`config.mk`:
```
export PLATFORM = sky130hd
export DESIGN_NAME = modo2_unidade_controle
export DESIGN_NICKNAME = d
export VERILOG_FILES = /design/src/rtl/modo2_unidade_controle.sv
export SDC_FILE = /design/constraint.sdc
export NUM_CORES = 1
export LEC_CHECK = 0
export CORE_MARGIN = 2
export CORE_UTILIZATION = 50
export CTS_CLUSTER_SIZE = 14
export DETAILED_ROUTE_END_ITERATION = 7
export GPL_ROUTABILITY_DRIVEN = 0
export PLACE_DENSITY = 0.87
export SYNTH_ARGS = -nofsm -noshare
export SYNTH_HDL_FRONTEND = slang
export SYNTH_SLANG_ARGS = --single-unit
```
`constraint.sdc`:
```
create_clock -name clock_i -period 2.2 [get_ports clock_i]
set_input_delay 0.44 -clock clock_i [delete_from_list [all_inputs] [get_ports clock_i]]
set_output_delay 0.44 -clock clock_i [all_outputs]
set_load 0.01 [all_outputs]
```
`src/rtl/modo2_unidade_controle.sv`:
```
// Control unit for game mode 2: plays back the stored sequence, checks the player's
// repetition, then records one new player note into memory each round.
module modo2_unidade_controle #(
  parameter int unsigned TIMEOUT_CYCLES = 5000
) (
  input  logic       clock_i,
  input  logic       reset_i,
  input  logic       iniciar_i,
  input  logic       fimTF_i,
  input  logic       fimCR_i,
  input  logic       enderecoUltimo_i,
  input  logic       jogada_feita_i,
  input  logic       jogada_correta_i,
  output logic       zeraC_o,
  output logic       contaC_o,
  output logic       zeraTM_o,
  output logic       contaTM_o,
  output logic       zeraCR_o,
  output logic       contaCR_o,
  output logic       zeraR_o,
  output logic       registraR_o,
  output logic       gravaM_o,
  output logic       ativa_leds_mem_o,
  output logic       ativa_leds_jog_o,
  output logic       toca_o,
  output logic       vez_jogador_o,
  output logic       nova_jogada_o,
  output logic       ganhou_o,
  output logic       perdeu_o,
  output logic       pronto_o,
  output logic       db_timeout_o,
  output logic [4:0] db_estado_o
);

  localparam int unsigned CntW = (TIMEOUT_CYCLES > 2) ? $clog2(TIMEOUT_CYCLES) : 1;
  localparam logic [CntW-1:0] CntMax = CntW'(TIMEOUT_CYCLES - 1);

  typedef enum logic [4:0] {
    StInicial       = 5'h00,
    StInicializa    = 5'h01,
    StEsperaNova    = 5'h02,
    StRegistraNova  = 5'h03,
    StGrava         = 5'h04,
    StTocaNova      = 5'h05,
    StVerificaFim   = 5'h06,
    StProximaRodada = 5'h07,
    StMostra        = 5'h08,
    StEsperaMostra  = 5'h09,
    StApagaMostra   = 5'h0A,
    StMostraProximo = 5'h0B,
    StInicioJogada  = 5'h0C,
    StEsperaJogada  = 5'h0D,
    StRegistra      = 5'h0E,
    StCompara       = 5'h0F,
    StProximaJogada = 5'h10,
    StAcertou       = 5'h11,
    StErrou         = 5'h12,
    StTimeout       = 5'h13,
    StAvancaNova    = 5'h14
  } state_e;

  state_e          state_q, state_d;
  logic [CntW-1:0] cnt_q, cnt_d;
  logic            em_espera;
  logic            timeout;

  always_ff @(posedge clock_i or negedge reset_i) begin
    if (!reset_i) begin
      state_q <= StInicial;
      cnt_q   <= '0;
    end else begin
      state_q <= state_d;
      cnt_q   <= cnt_d;
    end
  end

  assign em_espera = (state_q == StEsperaNova) || (state_q == StEsperaJogada);
  assign timeout   = em_espera && (cnt_q == CntMax);

  // Response timer runs only while waiting for the player and saturates at the limit.
  always_comb begin
    cnt_d = cnt_q;
    case (state_q)
      StInicializa, StInicioJogada, StProximaJogada, StAvancaNova: cnt_d = '0;
      StEsperaNova, StEsperaJogada: begin
        if (cnt_q != CntMax) cnt_d = cnt_q + CntW'(1);
      end
      default: cnt_d = cnt_q;
    endcase
  end

  always_comb begin
    state_d = state_q;
    case (state_q)
      StInicial:       state_d = iniciar_i ? StInicializa : StInicial;
      StInicializa:    state_d = StEsperaNova;
      StEsperaNova: begin
        if (timeout)             state_d = StTimeout;
        else if (jogada_feita_i) state_d = StRegistraNova;
      end
      StRegistraNova:  state_d = StGrava;
      StGrava:         state_d = StTocaNova;
      StTocaNova:      state_d = fimTF_i ? StVerificaFim : StTocaNova;
      StVerificaFim:   state_d = fimCR_i ? StAcertou : StProximaRodada;
      StProximaRodada: state_d = StMostra;
      StMostra:        state_d = StEsperaMostra;
      StEsperaMostra: begin
        if (fimTF_i) state_d = enderecoUltimo_i ? StInicioJogada : StApagaMostra;
      end
      StApagaMostra:   state_d = fimTF_i ? StMostraProximo : StApagaMostra;
      StMostraProximo: state_d = StMostra;
      StInicioJogada:  state_d = StEsperaJogada;
      StEsperaJogada: begin
        if (timeout)             state_d = StTimeout;
        else if (jogada_feita_i) state_d = StRegistra;
      end
      StRegistra:      state_d = StCompara;
      StCompara: begin
        if (fimTF_i) begin
          if (!jogada_correta_i)     state_d = StErrou;
          else if (enderecoUltimo_i) state_d = StAvancaNova;
          else                       state_d = StProximaJogada;
        end
      end
      StProximaJogada: state_d = StEsperaJogada;
      StAvancaNova:    state_d = StEsperaNova;
      StAcertou, StErrou, StTimeout: begin
        if (iniciar_i) state_d = StInicializa;
      end
      default:         state_d = StInicial;
    endcase
  end

  always_comb begin
    zeraC_o          = 1'b0;
    contaC_o         = 1'b0;
    zeraTM_o         = 1'b0;
    contaTM_o        = 1'b0;
    zeraCR_o         = 1'b0;
    contaCR_o        = 1'b0;
    zeraR_o          = 1'b0;
    registraR_o      = 1'b0;
    gravaM_o         = 1'b0;
    ativa_leds_mem_o = 1'b0;
    ativa_leds_jog_o = 1'b0;
    toca_o           = 1'b0;
    vez_jogador_o    = 1'b0;
    nova_jogada_o    = 1'b0;
    ganhou_o         = 1'b0;
    perdeu_o         = 1'b0;
    pronto_o         = 1'b0;
    db_timeout_o     = 1'b0;
    db_estado_o      = state_q;
    case (state_q)
      StInicial:       zeraR_o = 1'b1;
      StInicializa: begin
        zeraCR_o = 1'b1;
        zeraC_o  = 1'b1;
        zeraR_o  = 1'b1;
        zeraTM_o = 1'b1;
      end
      StEsperaNova:    nova_jogada_o = 1'b1;
      StRegistraNova:  registraR_o = 1'b1;
      StGrava:         gravaM_o = 1'b1;
      StTocaNova, StCompara: begin
        toca_o           = 1'b1;
        ativa_leds_jog_o = 1'b1;
        contaTM_o        = 1'b1;
      end
      StVerificaFim, StMostra: zeraTM_o = 1'b1;
      StProximaRodada: begin
        contaCR_o = 1'b1;
        zeraC_o   = 1'b1;
        zeraTM_o  = 1'b1;
      end
      StEsperaMostra: begin
        toca_o           = 1'b1;
        ativa_leds_mem_o = 1'b1;
        contaTM_o        = 1'b1;
      end
      StApagaMostra:   contaTM_o = 1'b1;
      StMostraProximo: contaC_o = 1'b1;
      StInicioJogada: begin
        zeraC_o  = 1'b1;
        zeraTM_o = 1'b1;
      end
      StEsperaJogada:  vez_jogador_o = 1'b1;
      StRegistra:      registraR_o = 1'b1;
      StProximaJogada, StAvancaNova: begin
        contaC_o = 1'b1;
        zeraTM_o = 1'b1;
      end
      StAcertou: begin
        ganhou_o = 1'b1;
        pronto_o = 1'b1;
      end
      StErrou: begin
        perdeu_o = 1'b1;
        pronto_o = 1'b1;
      end
      StTimeout: begin
        perdeu_o     = 1'b1;
        pronto_o     = 1'b1;
        db_timeout_o = 1'b1;
      end
      default: ;
    endcase
  end

endmodule
```
==> results of run 1 <==
==> timing repair <==
item | CTS | global route
pin swaps | 2 | 6
hold endpoints to repair | 0 | 0
gates resized for setup | 24 | 25
setup buffers | 7 | 4
hold buffers | 0 | 0
setup endpoints to repair | 18 | 16
==> state kept, by name, indices dropped and copies added (netlist names) <==
name and flops:
cnt_q 13, db_estado_o 5
==> layer usage <==
layer	up-vias	part of all wire [%]
li1	820	-
met1	839	44
met2	105	46
met3	10	8.3
met4	0	1.0
met5	-	0
==> power breakdown <==
| group | internal (W) | leakage [nW] | total, W | switching [W] |
|---|---|---|---|---|
| clock | 0.000101 | 0.0210 | 0.000203 | 0.000102 |
| sequential | 0.000395 | 0.238 | 0.000492 | 0.0000969 |
| combinational | 0.000936 | 0.695 | 0.00192 | 0.000988 |
| total | 0.00143 | 0.954 | 0.00262 | 0.00119 |
==> cells by family (layout without fill, tap and decap cells) <==
logic type,after synthesis,count (layout),synth area share [%]
adders and majority gates,1,1,0.837
buffers and inverters,21,78,6.03
muxes,4,4,2.85
DFF,18,18,30.2
AOI/OAI and AO/OA,42,42,18.9
xor gates and xnor gates,12,12,7.04
and+or+nand+nor,96,96,34.2
==> critical path: stages (launching register included) <==
cell and delay (ns):
sky130_fd_sc_hd__dfrtp_2 0.47, sky130_fd_sc_hd__buf_6 0.15, sky130_fd_sc_hd__buf_6 0.11, sky130_fd_sc_hd__or4b_4 0.54
sky130_fd_sc_hd__a21oi_4 0.18, sky130_fd_sc_hd__nand2_2 0.09, sky130_fd_sc_hd__o21ba_2 0.24, sky130_fd_sc_hd__mux2_1 0.32
==> worst min path at each step <==
| stage | end | slack [ns] |
|---|---|---|
| after floorplan | cnt_q[0] | 0.14 |
| after global placement | cnt_q[0] | 0.53 |
| after detailed placement | cnt_q[0] | 0.54 |
| after CTS | cnt_q[0] | 0.46 |
| after global routing | cnt_q[0] | 0.47 |
| final | cnt_q[1] | 0.45 |
==> stage by stage <==
step	instance area (µm²)	util (%)
2_1_floorplan	1500	-
3_3_place_gp	1990	70.8
3_5_place_dp	1990	70.8
4_1_cts	2060	73.4
5_1_grt	2100	74.8
6_report	2100	74.8
==> synth_stat cells (all sizes together) (3+ instances only) <==
master	number	area, µm²
a21oi	9	56.3
a31oi	3	18.8
buf	5	30.0
clkbuf	11	41.3
dfrtp	18	450
inv	4	15.0
nand2	9	36.3
nand2b	8	50.1
nand3	11	55.1
nand4	7	43.8
nor2	30	113
nor3	6	30.0
nor4	6	37.5
o21ai	12	60.1
o22ai	3	18.8
xor2	11	96.3
==> area by class of cell <==
type	instances	area share (%)
Timing Repair Buffer	69	27.1
Sequential cell	18	21.7
Multi-Input combinational cell	155	46.7
Inverter	5	0.954
Clock buffer	4	1.73
Tap cell	31	1.85
==> reports/qor.tcl, run 1 <==
set qor(synth_enable_flop_cells) 0
set qor(timing.hold.ws_ns) 0.454
set qor(root_buffer) {sky130_fd_sc_hd__clkbuf_4}
set qor(grt_setup_unrepaired) {yes}
set qor(syn_nets) 203
set qor(chipHeight_um) 58.7
set qor(vias_per_std_cell) 6.29
set qor(drc_errors) 3
set qor(irDropWorstVdd_v) 0.000719
set qor(finalNetCount) 261
set qor(layout_worst_path_cycle_share_pct) 101
set qor(half_perimeter_wire_length_after_detailed_placement_um) 3030
set qor(synthesis.yosys.warnings) 0
set qor(clock-sinks) 18
set qor(place_ws_ns) 0.0328
set qor(finalWorstSetupSlack_ns) -0.0199
set qor(port-buffer-count) 30
set qor(postRouteAntennaNets) 0
set qor(synthesis.area_um2) 1490
set qor(critical_path_peak_fanout) 6
set qor(synth.lib_cells_used.distinct) 50
set qor(number_of_instances_in_the_synthesized_netlist) 194
set qor(placed_cell_count) 267
set qor(total_length_of_routed_wires_um) 4520
set qor(h-tree-depth) 1
set qor(initial_utilization_pct) 53.3
set qor(num_vias) 1774
set qor(crit_path_start_kind) {register}
set qor(worst-setup-path-type) {reg2reg}
set qor(r2r_end) {db_estado_o[1]}
set qor(pin_count_of_the_biggest_net_entering_global_routing) 19
set qor(cp_endpoint) {db_estado_o[1]}
set qor(ys_seq_area_share_pct) 30.2
set qor(status) {finished, violations left}
set qor(count_of_final_setup_violators) 2
set qor(transition_at_the_pin_with_the_smallest_max_transition_slack_ns) 0.428
set qor(final_period_demand_of_the_worst_path_ns) 2.22
set qor(worstReg2RegStart) {db_estado_o[2]}
set qor(grt_antenna_before_repair) 0
set qor(min_path_type) {in2async}
set qor(met1_usage_pct) 39.9
set qor(first_pass_grt_wire_length_um) 7160
set qor(placementRows) 19
set qor(worstSetupEndpointType) {register}
set qor(fillers) 210
set qor(postSynthRegisterBits) 18
set qor(grt_util_all_layers_pct) 26.6
set qor(core-area_um2) 2810
set qor(failing_checks) {DRC, setup timing}
set qor(power-per-cell-area_nw_per_um2) 1250
set qor(ys_async_sr_fraction_pct) 100
set qor(synth_flop_cell) {sky130_fd_sc_hd__dfrtp_1}
set qor(layout.cells.non_filler) 282
set qor(r2r.worst_path.cells) 7
set qor(multiInputGateArea_um2) 980
set qor(clk_pin_slew_worst_paths_ns) 0.11
set qor(static_power_due_to_leakage_nw) 0.954
set qor(area.sequential_um2) 455
set qor(layout.cells.most_common) {sky130_fd_sc_hd__buf_4}
set qor(max_root_sink_buffers) 2
set qor(final-max-slew-violation-count) 0
set qor(avgSynthCellArea_um2) 7.70
set qor(max_clock_freq_ghz) 0.450
set qor(grt.met3_usage_pct) 5.05
set qor(cp-startpoint) {db_estado_o[2]}
set qor(skew_ns) 0.0109
set qor(global_route.peak_usage_layer) {met1}
set qor(avgRoutedWirePerCell_um) 16.0
set qor(final_power_w) 0.00262
set qor(first_global_vias) 1547
set qor(drt_iter0_drc) 186
set qor(required_arrival_time_at_the_worst_endpoint_ns) 2.38
set qor(die_outline_area_um2) 3440
set qor(antenna_cells_inserted) 0
set qor(regToRegSetupSlack_ns) -0.02
set qor(setup_tns_ns) -0.0304
set qor(drt_pass1_iterations) 7
set qor(post_synthesis_to_final_layout_area_growth_pct) 40.5
set qor(mostFrequentLayoutCells) {sky130_fd_sc_hd__buf_4, sky130_fd_sc_hd__nor2_1, sky130_fd_sc_hd__dfrtp_1, sky130_fd_sc_hd__o21ai_0, sky130_fd_sc_hd__clkdlybuf4s50_1}
set qor(cts_buffers) 3
set qor(io-pin-count) 31
set qor(cts_tree) {done}
set qor(timing.final.hold_violations) 0
set qor(use_met2_pct) 39.6
set qor(globalRoute.totalOverflow) 0
set qor(horizontal_die_dimension_um) 58.7
set qor(final_layout_size_suffix_gt1_share_pct) 26.7
set qor(worstSkewPairLatency_ns) 0.30
set qor(cp_data_arrival_time_ns) 2.40
set qor(timing.max_slew.rel_slack_pct) 71.1
set qor(max-cap-violations) 0
Power figures use the tool's default switching activity.
==> run 2: changes to the inputs <==
- SKIP_LAST_GASP: not set -> 1
==> run 2 against run 1 <==
Against the previous run:
- the flow still finishes with violations (DRC, setup timing)
- register-to-register slack better by 0.02 ns
- sequential share of layout area is 0.26 points lower
- fmax is 0.87% higher
- global-route usage stayed put
- worst hold slack hardly changed
- largest cell class unchanged
==> reports/qor.tcl, run 2 (synthesis results as in run 1) <==
set qor(failing_checks) {DRC, setup timing}
set qor(drt_iter0_drc) 229
set qor(fin_util_pct) 75.7
set qor(cts_tree) {done}
set qor(final_period_demand_of_the_worst_path_ns) 2.20
set qor(first_pass_grt_wire_length_um) 7160
set qor(irDropWorstVdd_v) 0.000735
set qor(grt_util_all_layers_pct) 26.6
set qor(worstPathCellList) {buf_6 -> buf_6 -> or4b_4 -> a21oi_4 -> nand2_2 -> or4_1 -> a21oi_1}
set qor(vias_per_std_cell) 6.38
set qor(io-pin-count) 31
set qor(timing.final.hold_violations) 0
set qor(min_path_type) {in2async}
set qor(post_synthesis_to_final_layout_area_growth_pct) 42.1
set qor(total_length_of_routed_wires_um) 4730
set qor(cp-startpoint) {db_estado_o[2]}
set qor(horizontal_die_dimension_um) 58.7
set qor(max_root_sink_buffers) 2
set qor(layout.cells.most_common) {sky130_fd_sc_hd__buf_4}
set qor(die_outline_area_um2) 3440
set qor(static_power_due_to_leakage_nw) 0.976
set qor(drt_pass1_iterations) 8
set qor(drc_errors) 3
set qor(r2r.worst_path.cells) 7
set qor(placed_cell_count) 267
set qor(crit_path_frequent_cell) {sky130_fd_sc_hd__buf_6}
set qor(clock-sinks) 18
set qor(worstReg2RegStart) {db_estado_o[2]}
set qor(finalWorstSetupSlack_ns) -0.000835
set qor(finalNetCount) 261
set qor(fillers) 200
set qor(max_clock_freq_ghz) 0.454
set qor(placement_stage_cell_area_um2) 1990
set qor(grt_setup_unrepaired) {yes}
set qor(postRouteAntennaNets) 0
set qor(root_buffer) {sky130_fd_sc_hd__clkbuf_4}
set qor(placementRows) 19
set qor(cts_buffers) 3
set qor(transition_at_the_pin_with_the_smallest_max_transition_slack_ns) 0.418
set qor(layout_worst_path_cycle_share_pct) 100
set qor(required_arrival_time_at_the_worst_endpoint_ns) 2.43
set qor(worstSkewPairLatency_ns) 0.30
set qor(max_flop_register) {cnt_q}
set qor(slowest_delay_ns) 0.54
set qor(avgRoutedWirePerCell_um) 16.8
set qor(crit_path_start_kind) {register}
set qor(power-per-cell-area_nw_per_um2) 1270
set qor(globalRoute.totalOverflow) 0
set qor(final_layout_size_suffix_gt1_share_pct) 27.1
set qor(clk_pin_slew_worst_paths_ns) 0.10
set qor(grt_antenna_before_repair) 0
set qor(chipHeight_um) 58.7
set qor(antenna_cells_inserted) 0
set qor(layout.cells.non_filler) 282
set qor(worst-setup-path-type) {reg2reg}
set qor(critical_path_peak_fanout) 6
set qor(timing.hold.ws_ns) 0.454
set qor(r2r_end) {cnt_q[6]}
set qor(cp_endpoint) {cnt_q[6]}
set qor(number_of_flip_flops_under_the_largest_register_name) 13
set qor(skew_ns) 0.00899
set qor(timing.max_slew.rel_slack_pct) 71.8
set qor(status) {finished, violations left}
set qor(first_global_vias) 1547
set qor(regToRegSetupSlack_ns) -0.0008
set qor(worstSetupEndpointType) {register}
set qor(pin_count_of_the_biggest_net_entering_global_routing) 19
set qor(place_ws_ns) 0.0328
set qor(final-max-slew-violation-count) 0
set qor(count_of_final_setup_violators) 1
set qor(core-area_um2) 2810
set qor(max-cap-violations) 0
set qor(mostFrequentLayoutCells) {sky130_fd_sc_hd__buf_4, sky130_fd_sc_hd__nor2_1, sky130_fd_sc_hd__dfrtp_1, sky130_fd_sc_hd__o21ai_0, sky130_fd_sc_hd__clkdlybuf4s50_1}
set qor(initial_utilization_pct) 53.3
set qor(cp_data_arrival_time_ns) 2.43
set qor(critical_path.slowest_cell) {sky130_fd_sc_hd__or4b_4}
set qor(port-buffer-count) 30
set qor(half_perimeter_wire_length_after_detailed_placement_um) 3030
set qor(layout.cell_area.non_filler_um2) 2120
set qor(num_vias) 1800
set qor(h-tree-depth) 1
run 2: cell count changes in the layout (fill, tap and decap cells not counted), sizes merged:
cell,previous run,this run
dlymetal6s2s,1,2
buf,40,39
run 2: critical path: cells and delay by family, from the launching register on:
| kind | cells | cell delay [ns] |
|---|---|---|
| AND/OR/NAND/NOR | 3 | 1.12 |
| flip-flops | 1 | 0.47 |
| AO/OA/AOI/OAI | 2 | 0.29 |
| buffers and inverters | 2 | 0.25 |
run 2: report_power, final:
part,internal (W),total (W),leakage [nW],switching (W)
Combinational,0.000974,0.00199,0.717,0.00102
Clock,0.000101,0.000204,0.0210,0.000103
Sequential,0.000395,0.000491,0.238,0.0000951
Total,0.00147,0.00269,0.976,0.00122
run 2: cell type report:
cell class	count	area, µm²	share of cell area (%)
multi-input cells	155	993	46.8
repair buffers	69	579	27.3
flip-flops and latches	18	455	21.4
inverters	5	20.0	0.943
well taps	31	38.8	1.83
clock buffers	4	36.3	1.71
run 2: worst min-delay path by stage:
stage / start / depth (start not counted) / slack (ns) / endpoint
6_report: reset_i / 2 / 0.45 / cnt_q[1]
5_1_grt: reset_i / 2 / 0.47 / cnt_q[0]
3_5_place_dp: cnt_q[0] / 1 / 0.54 / cnt_q[0]
2_1_floorplan: reset_i / 0 / 0.14 / cnt_q[0]
4_1_cts: reset_i / 2 / 0.46 / cnt_q[0]
3_3_place_gp: cnt_q[0] / 1 / 0.53 / cnt_q[0]
run 2: repair_timing:
action | 4_1_cts | 5_1_grt
hold endpoints to repair | 0 | 0
hold buffers | 0 | 0
pin swaps | 0 | 8
resized for setup | 23 | 27
buffers inserted | 7 | 4
setup endpoints to repair | 18 | 18
run 2: per-layer routing:
| metal | global-route usage [%] | wire (µm) | share of wire (%) |
|---|---|---|---|
| met4 | 6.49 | 87 | 1.8 |
| met2 | 39.6 | 2200 | 47 |
| met5 | 0 | 0 | 0 |
| met1 | 39.9 | 1970 | 42 |
| met3 | 5.05 | 470 | 9.9 |
run 2: through the flow:
stage          power, W   TNS [ns]
6_report        0.00269  -0.000835
5_1_grt         0.00286     -0.298
4_1_cts         0.00248     -0.250
3_5_place_dp    0.00227          0
3_3_place_gp    0.00225          0
2_1_floorplan   0.00147          0
==> run 3: changes to the inputs <==
- ABC_CLOCK_PERIOD_IN_PS: not set -> 2200
- CORE_ASPECT_RATIO: not set -> 1.5
==> run 3 against run 2 <==
Against the previous run:
- clock-buffer cell count is the same
- non-clock buffer count shrank 4
- worst hold slack gained 0.060 ns
- sequential power grew 2%
- flip-flop and latch count is the same
- clock power grew 33%
- first-iteration DRC count shrank 62%
- the flow finishes with violations (setup timing)
- sequential share of layout area is essentially flat
- register-to-register slack gained 0.04 ns
- utilization shrank 1.7 points
- total power shrank 0.65%
- highest routed layer unchanged
==> reports/qor.tcl, run 3 (synthesis results as in run 1) <==
set qor(status) {finished, violations left}
set qor(failing_checks) {setup timing}
set qor(static_power_due_to_leakage_nw) 1.01
set qor(antenna_cells_inserted) 0
set qor(first_global_vias) 1748
set qor(timing.final.hold_violations) 0
set qor(chipHeight_um) 70.9
set qor(io-pin-count) 31
set qor(total_length_of_routed_wires_um) 4840
set qor(cts_tree) {done}
set qor(drt_iter0_drc) 87
set qor(placementRows) 24
set qor(grt_setup_unrepaired) {yes}
set qor(layout_worst_path_cycle_share_pct) 101
set qor(met1Wirelength_um) 1850
set qor(placed_cell_count) 275
set qor(finalWorstSetupSlack_ns) -0.0270
set qor(required_arrival_time_at_the_worst_endpoint_ns) 1.76
set qor(drc_errors) 0
set qor(grt_antenna_before_repair) 0
set qor(worstPathCellList) {clkbuf_2 -> nor2_1 -> a21oi_1 -> nor2_1 -> clkdlybuf4s50_1}
set qor(horizontal_die_dimension_um) 48.6
set qor(port-buffer-count) 30
set qor(critPathTopFamily) {buffers and inverters}
set qor(met2_length_um) 2600
set qor(worst-setup-path-type) {reg2out}
set qor(power-per-cell-area_nw_per_um2) 1250
set qor(globalRoute.totalOverflow) 0
set qor(max_root_sink_buffers) 2
set qor(final-max-slew-violation-count) 0
set qor(first_pass_grt_wire_length_um) 7880
set qor(h-tree-depth) 1
set qor(final_period_demand_of_the_worst_path_ns) 2.23
set qor(postRouteAntennaNets) 0
set qor(critical_path_peak_fanout) 5
set qor(final_layout_size_suffix_gt1_share_pct) 22.7
set qor(die_outline_area_um2) 3450
set qor(pin_count_of_the_biggest_net_entering_global_routing) 19
set qor(num_vias) 1760
set qor(worstSetupEndpointType) {output pin}
set qor(clk_pin_slew_worst_paths_ns) 0.07
set qor(transition_at_the_pin_with_the_smallest_max_transition_slack_ns) 0.498
set qor(max_flop_register) {cnt_q}
set qor(max-cap-violations) 0
set qor(layout.cells.most_common) {sky130_fd_sc_hd__buf_4}
set qor(finalNetCount) 257
set qor(irDropWorstVdd_v) 0.000660
set qor(number_of_flip_flops_under_the_largest_register_name) 13
set qor(final_power_w) 0.00267
set qor(max_clock_freq_ghz) 0.449
set qor(half_perimeter_wire_length_after_detailed_placement_um) 3460
set qor(timing.max_slew.rel_slack_pct) 66.7
set qor(core-area_um2) 2880
set qor(initial_utilization_pct) 51.8
set qor(skew_ns) 0.00144
set qor(count_of_final_setup_violators) 2
set qor(cts_buffers) 3
set qor(vias_per_std_cell) 6.15
set qor(cp_data_arrival_time_ns) 1.79
set qor(crit_path_start_kind) {register}
set qor(root_buffer) {sky130_fd_sc_hd__clkbuf_8}
set qor(mostFrequentLayoutCells) {sky130_fd_sc_hd__buf_4, sky130_fd_sc_hd__nor2_1, sky130_fd_sc_hd__dfrtp_1, sky130_fd_sc_hd__clkdlybuf4s50_1, sky130_fd_sc_hd__o21ai_0}
set qor(layout.cells.non_filler) 286
set qor(timing.critical_path.buf_inv) 2
set qor(highest-signal-layer) {met4}
set qor(avgRoutedWirePerCell_um) 16.9
set qor(clock-sinks) 18
set qor(drt_pass1_iterations) 5
set qor(critical_path.slowest_cell) {sky130_fd_sc_hd__clkdlybuf4s50_1}
set qor(hold_buffers) 0
set qor(min_path_type) {in2async}
set qor(grt_util_all_layers_pct) 29.0
set qor(met3WireLength_um) 220
set qor(worstSkewPairLatency_ns) 0.26
set qor(slowest_delay_ns) 0.54
set qor(crit_path_frequent_cell) {sky130_fd_sc_hd__nor2_1}
set qor(post_synthesis_to_final_layout_area_growth_pct) 42.8
## run 3: changes by cell type in the layout (fill, tap and decap cells not counted), sizes merged
cell / delta
dlygate4sd2: +1
buf: -5
clkdlybuf4s50: +1
clkbuf: -4
dlymetal6s2s: +3
## run 3: where the power goes
part	internal, W	switching (W)
Clock	0.000159	0.000112
Sequential	0.000398	0.000105
Combinational	0.000922	0.000975
## run 3: layout make-up
class	instances	area, µm²
flip-flops and latches	18	457
inverters	5	20.0
repair buffers	65	583
fillers	227	749
multi-input cells	155	970
well taps	39	48.8
clock buffers	4	55.1
## run 3: repair_timing
action                     4_1_cts  5_1_grt
setup endpoints to repair       20       10
pin swaps                        1        0
buffers inserted                 4        3
gates resized for setup         21       10
## run 3: worst paths after layout
kind	startpoint	cells past startpoint	slack, ns	end
setup reg to reg	db_estado_o[2]	6	0.04	cnt_q[6]
hold / removal	reset_i	1	0.51	cnt_q[4]
hold reg to reg	cnt_q[0]	1	0.55	cnt_q[0]
setup / recovery	db_estado_o[2]	5	-0.03	registraR_o
min in group clock_i	cnt_q[0]	1	0.55	cnt_q[0]
max in group asynchronous	reset_i	2	1.16	db_estado_o[4]
## run 3: routing by layer
metal / global-route usage [%] / up-vias
li1: - / 816
met1: 30.3 / 844
met2: 55.4 / 85
met3: 1.69 / 15
met4: 17.8 / 0
met5: 0 / -
## run 3: per-stage QoR
stage	setup slack [ns]	setup TNS (ns)	util [%]	area, µm²	hold slack (ns)
2_1_floorplan	0.0492	0	-	1500	0.144
6_report	-0.0270	-0.0436	74.0	2130	0.514
5_1_grt	-0.101	-0.213	74.0	2130	0.549
3_5_place_dp	0.00458	0	69.7	2010	0.544
3_3_place_gp	0.0698	0	69.7	2010	0.532
4_1_cts	-0.0917	-0.203	72.7	2090	0.528
==> patch: new RTL, flow settings as in run 3 <==
Set the parameter `TIMEOUT_CYCLES` to 10000 (it was 5000).
--- a/src/rtl/modo2_unidade_controle.sv
+++ b/src/rtl/modo2_unidade_controle.sv
@@ -1,7 +1,7 @@
 // Control unit for game mode 2: plays back the stored sequence, checks the player's
 // repetition, then records one new player note into memory each round.
 module modo2_unidade_controle #(
-  parameter int unsigned TIMEOUT_CYCLES = 5000
+  parameter int unsigned TIMEOUT_CYCLES = 10000
 ) (
   input  logic       clock_i,
   input  logic       reset_i,
Check against the original RTL: same outputs for any inputs over 10 cycles, from zero or initial values and one cycle with reset_i low; that may be too few to reach the edited logic, so the function may still have changed.
==> patch against run 3 <==
Worst setup slack better by 0.048 ns; routed wire length is 5.1% lower; clock skew is 0.0046 ns higher; power is 10% higher; register-to-register slack worse by 0.02 ns; sequential power is 2% higher; combinational power is 15% higher; final area is 6.9% higher; critical path depth is 2 higher; sequential cell count is 1 higher; area after synthesis is 7.2% higher; count of clock-buffer cells in the layout is 1 lower; largest cell class unchanged.
==> patch: results (changes against run 3) <==
* Syn_nets at 204 (was 203)
* Diode count at 0 (unchanged)
* Pleak at 0.00110 uW (was 0.00101 uW)
* Unique masters post-synth at 54 (was 50)
* Largest net degree at the start of global routing at 20 (was 19)
* Sw Share at 42.6% (was 44.6%)
* Gr usage total at 26.1% (was 29.0%)
* Maximum vdd ir drop at 0.000810 V (was 0.000660 V)
* Clock buffer depth at 2 (unchanged)
* DRT Wirelength at 4590 um (was 4840 um)
* Initial antenna violation count at 0 (unchanged)
* Synth Flop Type: dfrtp_1 (unchanged)
* Root Driver: clkbuf_8 (unchanged)
* Hold-fix buffers, CTS at 0 (unchanged)
* DR pass1 iterations at 4 (was 5)
* Worst-skew pair later-pin latency at around 0.27 ns
* First-pass GRT wire length at 7350 um (was 7880 um)
* Vias in the first global route at 1,619 (was 1,748)
* Synth area leaders: dfrtp_1 30%, xor2_1 6.6%, nor2_1 6.3%, mux2_4 3.8%, nand4_1 3.5% (was dfrtp_1 30%, nor2_1 7.5%, xor2_1 6.4%, o21ai_0 4.0%, nand3_1 3.7%)
* Drt initial violations at 58 (was 87)
* Cell Area, Placed at 0.00215 mm2 (was 0.00201 mm2)
* DP Wirelength at 3230 um (was 3460 um)
* Final nets at 264 (was 257)
* Clk slew on worst S/H paths at 0.08 ns
* Synth warn at 0 (unchanged)
* Arr. time, crit path at 2.34 ns (was 1.79 ns)
* CTS buffer count at 3 (unchanged)
* Post-synth ARST share at 100% (unchanged)
* Synth cell count leaders: 27 x nor2_1, 19 x dfrtp_1, 12 x xor2_1 (was 30 x nor2_1, 18 x dfrtp_1, 12 x o21ai_0)
* CP Max Fanout at 4 (was 5)
* Register area share after synthesis at 29.7% (was 30.2%)
* H-tree levels at 1 (unchanged)
* PortBufs at 30 (unchanged)
* Run status: finished clean (was finished, violations left)
* Layout cells sized above 1 at 26.8% (was 22.7%)
* Max reg flops at 14 (was 13)
* Via-to-Cell Ratio at 5.69 (was 6.15)
* Largest reg by FF count: cnt_q (unchanged)
* Worst hold path class: primary input to asynchronous set/reset pin (unchanged)
* Worst Max-Slew Pin Slew at 0.374 ns (was 0.498 ns)
* Final setup skew at 0.00600 ns (was 0.00144 ns)
patch: changes by cell type after synthesis, moves of 3 or more:
cell and delta:
mux2_4 +4, o21ai_0 -5, a2bb2oi_1 +3, nor2_1 -3
patch: final timing paths:
| check | start | end | slack [ns] | depth (start not counted) |
|---|---|---|---|---|
| worst max-delay path | db_estado_o[3] | cnt_q[12] | 0.02 | 7 |
| worst min register to register | cnt_q[0] | cnt_q[0] | 0.54 | 1 |
| max in group asynchronous | reset_i | db_estado_o[0] | 1.49 | 2 |
| min in group clock_i | cnt_q[0] | cnt_q[0] | 0.54 | 1 |
| worst min-delay path | reset_i | cnt_q[3] | 0.50 | 2 |
| worst max register to register | db_estado_o[3] | cnt_q[12] | 0.02 | 7 |
patch: final cells by class:
cell class | count | area (um2)
multi-input combinational | 154 | 1060
fill | 209 | 817
timing repair buffer | 71 | 621
sequential | 19 | 480
tap | 40 | 50.0
clock buffer | 3 | 41.3
inverter | 6 | 22.5
clock inverter | 1 | 7.51
patch: power by group through the flow:
| stage | clock, uW | sequential, uW | combinational, uW |
|---|---|---|---|
| 6_report | 261 | 513 | 2180 |
| 5_1_grt | 276 | 526 | 2350 |
| 4_1_cts | 257 | 514 | 2130 |
| 3_5_place_dp | 0 | 549 | 2000 |
| 3_3_place_gp | 0 | 550 | 1960 |
| 2_1_floorplan | 0 | 492 | 1160 |
patch: metal layers:
| layer | vias to the layer above | track usage [%] | part of all wire (%) |
|---|---|---|---|
| li1 | 824 | - | - |
| met4 | 0 | 14.2 | 1.9 |
| met2 | 47 | 48.7 | 56 |
| met1 | 791 | 28.0 | 39 |
| met5 | - | 0 | 0 |
| met3 | 10 | 3.25 | 2.5 |
patch: cell families (layout without fill, tap and decap cells):
logic type | Yosys count | count (layout) | synth area share, %
mux | 4 | 4 | 3.75
fa+ha+maj | 1 | 1 | 0.781
flops | 19 | 19 | 29.7
simple gates | 95 | 95 | 32.4
xor+xnor | 15 | 15 | 8.20
buf+inv | 22 | 81 | 5.70
compound gates | 39 | 39 | 19.5
patch: what timing repair did:
action	in CTS	in global routing
cloned	0	0
buffers inserted	9	2
pin swaps	0	3
resized for setup	22	13
setup endpoints to repair	18	11
patch: metrics by stage:
stage / instances / utilization (%) / setup slack (ns)
global placement: 279 / 69.3 / 0.0450
floorplan: 195 / - / 0.0547
finish: 294 / 73.6 / 0.0207
CTS: 292 / 73.2 / -0.175
global route: 294 / 73.6 / -0.0715
detailed placement: 279 / 69.3 / 0.0179
patch: worst max-delay path, stage by stage (launching register included):
cell	delay, ns
dfrtp_2	0.44
buf_4	0.14
buf_4	0.13
or4b_4	0.54
a2111oi_4	0.42
nand3_1	0.17
xor2_1	0.18
nor2_1	0.05
